**src/rtl/video_stream_pixel_repack.sv**
```systemverilog
// Avalon-ST pixel repacker: maps DIN_CH-channel beats onto DOUT_CH-channel beats,
// filters beats arriving outside a packet, and buffers through a two-entry skid.
module video_stream_pixel_repack #(
    parameter int BPC = 8,
    parameter int DIN_CH = 3,
    parameter int DOUT_CH = 4,
    parameter int PAD_MODE = 0,
    parameter logic [BPC-1:0] ALPHA_VALUE = {BPC{1'b1}}
) (
    input  logic                   clk,
    input  logic                   reset,
    input  logic [BPC*DIN_CH-1:0]  din_data,
    input  logic                   din_valid,
    input  logic                   din_startofpacket,
    input  logic                   din_endofpacket,
    output logic                   din_ready,
    output logic [BPC*DOUT_CH-1:0] dout_data,
    output logic                   dout_valid,
    output logic                   dout_startofpacket,
    output logic                   dout_endofpacket,
    input  logic                   dout_ready,
    output logic                   err_sticky,
    output logic [15:0]            drop_count
);

    localparam int OW = BPC*DOUT_CH;

    // state             | meaning
    // WAIT_SOP          | idle, expecting a header beat; non-SOP beats are dropped
    // HEADER_DONE_VIDEO | inside a video packet (type 0); payload gets PAD_MODE fill
    // HEADER_DONE_OTHER | inside a non-video packet; padding is always zero
    typedef enum logic [1:0] {
        WAIT_SOP,
        HEADER_DONE_VIDEO,
        HEADER_DONE_OTHER
    } state_t;

    state_t state, state_next;

    logic          take_in;
    logic          keep;
    logic          err_set;
    logic          drop_inc;
    logic          video_payload;
    logic [BPC-1:0] pad_val;
    logic [OW-1:0] pix;

    logic          out_free;
    logic          full_next;
    logic [OW-1:0] skid_data;
    logic          skid_sop;
    logic          skid_eop;
    logic          skid_valid;

    assign take_in = din_valid & din_ready;

    always_ff @(posedge clk or posedge reset) begin
        if (reset) state <= WAIT_SOP;
        else       state <= state_next;
    end

    always_comb begin
        state_next    = state;
        keep          = 1'b0;
        err_set       = 1'b0;
        drop_inc      = 1'b0;
        video_payload = (state == HEADER_DONE_VIDEO) && !din_startofpacket;
        if (take_in) begin
            if (din_startofpacket) begin
                keep    = 1'b1;
                err_set = (state != WAIT_SOP);
                if (din_endofpacket)
                    state_next = WAIT_SOP;
                else if (din_data[3:0] == 4'h0)
                    state_next = HEADER_DONE_VIDEO;
                else
                    state_next = HEADER_DONE_OTHER;
            end else if (state == WAIT_SOP) begin
                drop_inc = 1'b1;
                err_set  = 1'b1;
            end else begin
                keep = 1'b1;
                if (din_endofpacket) state_next = WAIT_SOP;
            end
        end
    end

    assign pad_val = (PAD_MODE == 1 && video_payload) ? ALPHA_VALUE : '0;

    // Low channels copy straight across; surplus input channels are simply not routed.
    for (genvar g = 0; g < DOUT_CH; g++) begin : g_ch
        if (g < DIN_CH) begin : g_copy
            assign pix[g*BPC +: BPC] = din_data[g*BPC +: BPC];
        end else begin : g_pad
            assign pix[g*BPC +: BPC] = pad_val;
        end
    end

    // The output register is the first buffer entry, the skid register the second.
    assign out_free  = !dout_valid || dout_ready;
    assign full_next = out_free ? (skid_valid & keep) : (skid_valid | keep);

    always_ff @(posedge clk or posedge reset) begin
        if (reset) begin
            dout_data          <= '0;
            dout_valid         <= 1'b0;
            dout_startofpacket <= 1'b0;
            dout_endofpacket   <= 1'b0;
            skid_data          <= '0;
            skid_sop           <= 1'b0;
            skid_eop           <= 1'b0;
            skid_valid         <= 1'b0;
            din_ready          <= 1'b0;
        end else begin
            if (out_free) begin
                if (skid_valid) begin
                    dout_data          <= skid_data;
                    dout_startofpacket <= skid_sop;
                    dout_endofpacket   <= skid_eop;
                    dout_valid         <= 1'b1;
                    skid_valid         <= keep;
                    if (keep) begin
                        skid_data <= pix;
                        skid_sop  <= din_startofpacket;
                        skid_eop  <= din_endofpacket;
                    end
                end else if (keep) begin
                    dout_data          <= pix;
                    dout_startofpacket <= din_startofpacket;
                    dout_endofpacket   <= din_endofpacket;
                    dout_valid         <= 1'b1;
                end else begin
                    dout_valid <= 1'b0;
                end
            end else if (keep) begin
                skid_data  <= pix;
                skid_sop   <= din_startofpacket;
                skid_eop   <= din_endofpacket;
                skid_valid <= 1'b1;
            end
            din_ready <= !full_next;
        end
    end

    always_ff @(posedge clk or posedge reset) begin
        if (reset) begin
            err_sticky <= 1'b0;
            drop_count <= '0;
        end else begin
            if (err_set) err_sticky <= 1'b1;
            if (drop_inc && drop_count != 16'hFFFF) drop_count <= drop_count + 16'd1;
        end
    end

endmodule
```
**config.mk**
```make
export PLATFORM = sky130hd
export DESIGN_NAME = video_stream_pixel_repack
export DESIGN_NICKNAME = d
export VERILOG_FILES = /design/src/rtl/video_stream_pixel_repack.sv
export SDC_FILE = /design/constraint.sdc
export NUM_CORES = 1
export LEC_CHECK = 0
export ABC_CLOCK_PERIOD_IN_PS = 2500
export BUFFER_PORTS_ARGS = -buffer_cell sky130_fd_sc_hd__buf_2
export CAP_MARGIN = 20
export CORE_MARGIN = 5
export CORE_UTILIZATION = 50
export CTS_BUF_LIST = sky130_fd_sc_hd__clkbuf_8
export CTS_CLUSTER_DIAMETER = 200
export CTS_CLUSTER_SIZE = 12
export DETAILED_ROUTE_END_ITERATION = 16
export GPL_TIMING_DRIVEN = 0
export PLACE_DENSITY_LB_ADDON = 0.25
export SLEW_MARGIN = 20
export SYNTH_ARGS = -nofsm -noshare
export SYNTH_HDL_FRONTEND = slang
export SYNTH_SLANG_ARGS = --single-unit
export TNS_END_PERCENT = 5
```
**constraint.sdc**
```tcl
create_clock -name clk -period 2.5 [get_ports clk]
set_clock_uncertainty 0.05 [all_clocks]
set_input_delay 0.375 -clock clk [delete_from_list [all_inputs] [get_ports clk]]
set_output_delay 0.375 -clock clk [all_outputs]
set_load 0.01 [all_outputs]
```
==> results of run 1 <==
## power breakdown
| group | internal [mW] | total (mW) | switching [mW] | leakage, nW |
|---|---|---|---|---|
| clock network | 0.551 | 0.982 | 0.431 | 0.105 |
| logic | 0.754 | 1.58 | 0.825 | 0.977 |
| registers | 1.69 | 1.99 | 0.297 | 0.915 |
| total | 3.00 | 4.55 | 1.55 | 2.00 |
## critical path, cell delays in order (launching register included)
cell	delay, ps
dfrtp_1	400
nor2_1	110
ha_1	170
and3b_2	260
o21ai_2	280
clkbuf_1	390
o21ai_0	170
## flip-flops by register name, indices dropped and copies added, names as in the netlist
register	count
skid_data	24
dout_endofpacket	1
err_sticky	1
skid_valid	1
skid_sop	1
dout_data	24
dout_valid	1
state	2
drop_count	16
skid_eop	1
din_ready	1
dout_startofpacket	1
## per-stage QoR
| step | util | hold WS [ps] | cells | setup slack, ps |
|---|---|---|---|---|
| after CTS | 0.616 | 18.8 | 466 | 509 |
| after detailed placement | 0.585 | 393 | 451 | 386 |
| after global placement | 0.581 | 405 | 450 | -713 |
| after floorplan | - | 399 | 296 | 193 |
| after global routing | 0.616 | 41.3 | 466 | 297 |
| final | 0.616 | 4.40 | 466 | 534 |
## synth_stat cells (4+ instances only)
cell,count,area [um2]
o21ai_0,30,150
nand2_1,38,143
buf_4,11,82.6
xnor2_1,7,61.3
mux2i_1,28,280
dfrtp_1,74,1850
nand4_1,4,25.0
and3_1,6,37.5
a21oi_1,6,30.0
mux2_2,26,293
nor2_1,6,22.5
nand3_1,7,35.0
## logic make-up (layout without fill, tap and decap cells)
logic type	Yosys count	after routing	synth area share
AO/OA/AOI/OAI	46	46	0.0780
XOR/XNOR	8	8	0.0207
adder cells (fa/ha/maj)	2	2	0.00739
buffers and inverters	22	112	0.0443
flip-flops	74	74	0.547
multiplexers	57	57	0.179
other	1	8	0.00111
AND/OR/NAND/NOR	79	79	0.123
## worst paths after layout
| path | from | endpoint | slack, ps | cells past startpoint |
|---|---|---|---|---|
| max reg2reg | state[1] | dout_data[16] | 530 | 6 |
| min reg2reg | dout_data[4] | dout_data[4] | 430 | 2 |
| min in group clk | din_endofpacket | state[0] | 210 | 2 |
| max in group asynchronous | reset | dout_data[6] | 1840 | 3 |
| max | state[1] | dout_data[16] | 530 | 6 |
| min | reset | drop_count[15] | 4 | 2 |
## metal layers
| layer | part of all wire | vias to the layer above |
|---|---|---|
| met5 | 0 | - |
| met4 | 0.021 | 0 |
| met3 | 0.063 | 12 |
| met2 | 0.49 | 64 |
| met1 | 0.43 | 1164 |
| li1 | - | 1188 |
## area by class of cell
cell class | instances | share of cell area
flip-flops and latches | 74 | 0.450
repair buffers | 75 | 0.0949
clock buffers | 9 | 0.0301
plain buffers | 19 | 0.0338
inverters | 3 | 0.00335
well taps | 80 | 0.0243
clock inverters | 6 | 0.0201
multi-input cells | 200 | 0.343
==> metrics, run 1 <==
Startpoint Class=flop; flops & latches, synth=74; critical path capture point type=flop; GRT Overall Usage=0.181; Num CTS Buffers=9; initial antenna violation count=0; clk sinks=74; post-layout instance area=about 4100 um2; Clock Tree Root=clkbuf_8; vias in the first global route=2562; Initial Utilization=0.507; Synth Warn #=0; Post-Route WL=7070 um; setup TNS=0 ps; vias per std cell=5.21; post-synthesis sequential area ratio=0.547; Max-Cap Viols=0; Top Ports=83; die area=8520 um2; Congestion Overflow GR=0; area of the multi-input gates=1410 um2; Hold Vio Cnt, Final=0; average size of a mapped cell=11.7 um2; worst vdd ir=0.675 mV; period utilization=0.787; Most used DFF post-synth=dfrtp_1; most common cell after layout, fill and taps aside=buf_2; Leakage=2.00 nW; met3 usage=0.0504; TritonRoute pass-1 iters=4; H-tree levels=3; asr flop ratio synth=1.00; Die Ht=a little over 90 um; IO Port Bufs=74; Synth Instances=a little under 300; met2 usage=0.292; global route hottest layer=met2; RD Place Congestion=between 0.9 and 1; nets=414; HPWL after DPL=5180 um; drt first-iter violations=103; Die Wd=92.3 um; row count=30; Core Area=between 6000 and 7000 um2; setup violators final=0; post-synthesis cell area=~3400 um2; P per Cell Area=approximately 1100 nW/um2; Final ANT Viol Nets=0; f_max=0.509 GHz; outcome=finished, final reports clean; critical path peak fanout=10; first-pass GRT wire length=12200 um; min Tclk post-route=1970 ps; CTS tree=yes; Tot Pwr=around 4.6 mW; largest net degree at the start of global routing=39; Clock Path Buffers=2; Residual DRC=0; Hold Crit Class=in2async; Register Area=1850 um2; Slew Limit Fails=0; clk_lat worst skew=340 ps; ant diodes=0; Fillers=590; share of layout cells above drive strength 1=0.370; cts hold-fix bufs=0; DP Area=3910 um2; WL/cell=15.2 um; # Post-CTS Setup Buffers=0; met1 usage=0.224; post-cts resize count=0; Syn-to-layout area delta=21.4%; Cell variety after synth=41; CP Data Arrival Time=between 2000 and 2500 ps; RSZ-0062 raised after global routing=false; CTS clk-pin slew, worst paths=70 ps; routed via count=2428; EDFF count, synth=0; Worst EP required=2660 ps; most frequent cells in the layout=buf_2, dfrtp_1, nand2_1; worst setup path class=reg2reg
No activity file was read; power rests on OpenSTA's default activity.
==> inputs of run 2 (changes only) <==
--- a/config.mk
+++ b/config.mk
@@ -5,7 +5,7 @@
 export SDC_FILE = /design/constraint.sdc
 export NUM_CORES = 1
 export LEC_CHECK = 0
-export ABC_CLOCK_PERIOD_IN_PS = 2500
+export ABC_CLOCK_PERIOD_IN_PS = 1890
 export BUFFER_PORTS_ARGS = -buffer_cell sky130_fd_sc_hd__buf_2
 export CAP_MARGIN = 20
 export CORE_MARGIN = 5
==> constraint.sdc (replaced) <==
create_clock -name clk -period 1.89 [get_ports clk]
set_clock_uncertainty 0.05 [all_clocks]
set_input_delay 0.2835 -clock clk [delete_from_list [all_inputs] [get_ports clk]]
set_output_delay 0.2835 -clock clk [all_outputs]
set_load 0.01 [all_outputs]
==> metrics, run 2 (synthesized netlist as in run 1, its figures left out) <==
reg2reg setup slack=110 ps; die area=between 8000 and 9000 um2; worst vdd ir=0.845 mV; Max-Cap Viols=0; TritonRoute pass-1 iters=5; GRT Overall Usage=0.178; Endpoint, Worst Hold=state[0]; min Tclk post-route=around 1800 ps; vias per std cell=5.22; clk sinks=74; CP Data Arrival Time=1950 ps; Initial Utilization=0.507; clk_lat worst skew=330 ps; Clock Path Buffers=2; outcome=finished, final reports clean; worst setup path class=reg2reg; setup violators final=0; drt first-iter violations=between 50 and 60; vias in the first global route=2472; Startpoint Class=flop; ant diodes=0; Residual DRC=0; critical path capture point type=flop; f_max=about 0.56 GHz; RR Endpoint=skid_data[10]; Slew Limit Fails=0; Congestion Overflow GR=0; first-pass GRT wire length=roughly 12000 um; Tot Pwr=about 6 mW; RSZ-0062 raised after global routing=true; Core Area=6680 um2; row count=30; Hold Vio Cnt, Final=0; H-tree levels=3; routed via count=around 2500; length in cells of the worst reg-to-reg path=6; IO Port Bufs=74; P per Cell Area=1450 nW/um2; hold slack=136 ps; RD Place Congestion=0.940; period utilization=0.944; setup TNS=0 ps; Worst EP required=2060 ps; most common cell after layout, fill and taps aside=buf_2; most frequent cells in the layout=buf_2, dfrtp_1, nand2_1; reg2reg start=state[1]; critical path peak fanout=10; Die Ht=92.3 um; Leakage=2.04 nW; share of layout cells above drive strength 1=0.381; Post-Route WL=7070 um; Syn-to-layout area delta=23.9%; Final ANT Viol Nets=0; HPWL after DPL=5250 um; min-delay src=din_endofpacket; WL/cell=15.0 um; nets=420; final core utilization=0.628; largest net degree at the start of global routing=35; Top Ports=83; initial antenna violation count=0; Hold Crit Class=in2reg; Die Wd=92.3 um; Top Registers=dout_data x24, skid_data x24, drop_count x16; Hold Path Depth=2; CTS clk-pin slew, worst paths=~70 ps; CTS tree=yes; Num CTS Buffers=9; Clock Tree Root=clkbuf_8
-- run 2: critical path, cell delays in order, from the launching register on --
cell	delay [ps]
dfrtp_1	400
nor2_1	120
ha_2	190
and3b_2	260
o21ai_4	120
buf_8	190
mux2_2	340
-- run 2: how the worst max path moves through the flow --
stage | endpoint | start | cells past startpoint | slack (ps)
after floorplan | skid_data[10] | state[1] | 6 | 230
after global placement | dout_data[15] | din_startofpacket | 7 | -130
after detailed placement | dout_data[22] | din_startofpacket | 7 | -170
after CTS | skid_data[10] | state[1] | 6 | 20
after global routing | drop_count[14] | state[0] | 7 | -2
final | skid_data[10] | state[1] | 6 | 110
-- run 2: cell type report --
cell class	count	area, um2
clock inverter	4	68.8
clock buffer	10	138
fill	581	2480
tap	80	100
sequential	74	1850
buffer	19	153
multi-input combinational	200	1420
inverter	3	15.0
timing repair buffer	81	450
-- run 2: repair_timing --
action                     in CTS  in global routing
setup endpoints to repair      20                 46
setup buffers                   0                  4
pin swaps                       0                  0
resized for setup               2                  8
hold endpoints to repair        9                  0
hold buffers                    1                  0
-- run 2: power breakdown --
part | switching [mW] | leakage, nW | internal [mW]
sequential | 0.389 | 0.915 | 2.24
clock | 0.542 | 0.109 | 0.759
combinational | 1.11 | 1.01 | 1.06
total | 2.04 | 2.04 | 4.06
-- run 2: stage by stage --
stage | instance area, um2 | std cells | worst slack, ps
final | 4200 | 471 | 106
after global placement | 3890 | 450 | -126
after detailed placement | 3930 | 452 | -172
after global routing | 4200 | 471 | -1.81
after CTS | 4150 | 467 | 22.4
after floorplan | 3420 | 296 | 228
-- run 2: layer usage --
metal  global-route usage  wire length [um]
met1                0.221              2950
met5                    0                 0
met4               0.0582               106
met2                0.287              3440
met3               0.0674               567
==> inputs of run 3 (changes only) <==
--- a/config.mk
+++ b/config.mk
@@ -15,7 +15,7 @@
 export CTS_CLUSTER_SIZE = 12
 export DETAILED_ROUTE_END_ITERATION = 16
 export GPL_TIMING_DRIVEN = 0
-export PLACE_DENSITY_LB_ADDON = 0.25
+export PLACE_DENSITY = 0.87
 export SLEW_MARGIN = 20
 export SYNTH_ARGS = -nofsm -noshare
 export SYNTH_HDL_FRONTEND = slang
==> metrics, run 3 (synthesized netlist as in run 1, its figures left out) <==
Core Area=6680 um2; P per Cell Area=1450 nW/um2; clk sinks=74; setup violators final=0; Worst-Margin Slew=665 ps; first-pass GRT wire length=12300 um; min-delay src=din_data[5]; Congestion Overflow GR=0; Hold Vio Cnt, Final=0; share of layout cells above drive strength 1=0.375; Worst EP required=2060 ps; combinational power share=0.356; sw frac=0.349; Die Wd=~90 um; drt first-iter violations=128; clk_lat worst skew=330 ps; Die Ht=about 90 um; Final ANT Viol Nets=0; CP startpoint=state[1]; Clock Path Buffers=2; Register Area=1850 um2; H-tree levels=3; CP Data Arrival Time=2010 ps; Post-Route WL=7410 um; RSZ-0062 raised after global routing=true; Clock Tree Root=clkbuf_8; Top Registers=dout_data x24, skid_data x24, drop_count x16; TritonRoute pass-1 iters=5; vias in the first global route=2562; outcome=finished, final reports clean; internal power=3.95 mW; net switching power figure=2.11 mW; clock share of power=0.205; # Post-CTS Setup Buffers=0; area of the multi-input gates=1420 um2; worst setup margin=between 40 and 50 ps; Startpoint Class=flop; Fillers=around 560; Max-slew headroom=0.556; Max-Cap Viols=0; reg2reg start=state[1]; DP Worst Slack=-111 ps; Seq pwr share=0.439; Slew Limit Fails=0; Syn-to-layout area delta=23.1%; worst vdd ir=0.822 mV; critical path capture point type=flop; Top Ports=between 80 and 90; HPWL after DPL=5430 um; initial antenna violation count=0; largest net degree at the start of global routing=28; Hold Crit Class=in2reg; Leakage=approximately 2 nW; worst setup path class=reg2reg; IO Port Bufs=74; final core utilization=0.624; nets=roughly 420; most frequent cells in the layout=dfrtp_1, buf_2, nand2_1; min Tclk post-route=about 1800 ps; critical path peak fanout=10; Initial Utilization=0.507; GRT Overall Usage=0.182; vias per std cell=~5.4; CTS tree=yes; f_max=~0.54 GHz; CTS clk-pin slew, worst paths=80 ps; routed via count=~2600; row count=30; RD Place Congestion=0.938; Num CTS Buffers=9; ant diodes=0; hold slack=141 ps; WL/cell=15.8 um; period utilization=0.976; Residual DRC=0; die area=8520 um2
run 3: metrics by stage:
step | instance area (um2) | TNS (ps) | cells | power, mW
final | 4170 | 0 | 469 | 6.06
after global routing | 4170 | -594 | 469 | 6.49
after detailed placement | 3940 | -1530 | 452 | 4.84
after CTS | 4150 | 0 | 469 | 6.11
after floorplan | 3420 | 0 | 296 | 4.03
after global placement | 3890 | -1060 | 450 | 4.67
run 3: timing repair:
action	in CTS	in global routing
hold endpoints to repair	17	0
gates resized for setup	2	4
hold buffers	1	0
setup endpoints to repair	20	45
run 3: worst max-delay path, cell delays in order (launching register included):
cell and delay (ps):
dfrtp_1 400, nor2_1 110, ha_1 170, and3b_2 270, o21ai_4 160, buf_6 210
mux2_2 350
run 3: area by class of cell:
class / count / area share
buffer: 19 / 0.0357
clock buffer: 11 / 0.0363
clock inverter: 5 / 0.0129
inverter: 3 / 0.00360
multi-input combinational: 200 / 0.340
sequential: 74 / 0.444
tap: 80 / 0.0240
timing repair buffer: 77 / 0.103
run 3: path summary, 6_finish.rpt:
path	slack, ps	endpoint	cells after the start
max	40	skid_data[13]	6
min	140	skid_data[5]	2
max reg2reg	40	skid_data[13]	6
min reg2reg	430	dout_data[21]	2
max in group asynchronous	710	skid_data[0]	4
min in group asynchronous	540	drop_count[14]	3
run 3: layer usage:
metal | track usage | routed length [um]
met1 | 0.224 | 3020
met2 | 0.306 | 3680
met3 | 0.0504 | 598
met4 | 0.0681 | 108
met5 | 0 | 0
run 3: power groups by stage:
stage	Clock, mW	Sequential [mW]	Combinational [mW]
2_1_floorplan	0	2.75	1.28
3_3_place_gp	0	2.62	2.05
3_5_place_dp	0	2.68	2.16
4_1_cts	1.27	2.65	2.18
5_1_grt	1.35	2.74	2.41
6_report	1.24	2.66	2.16
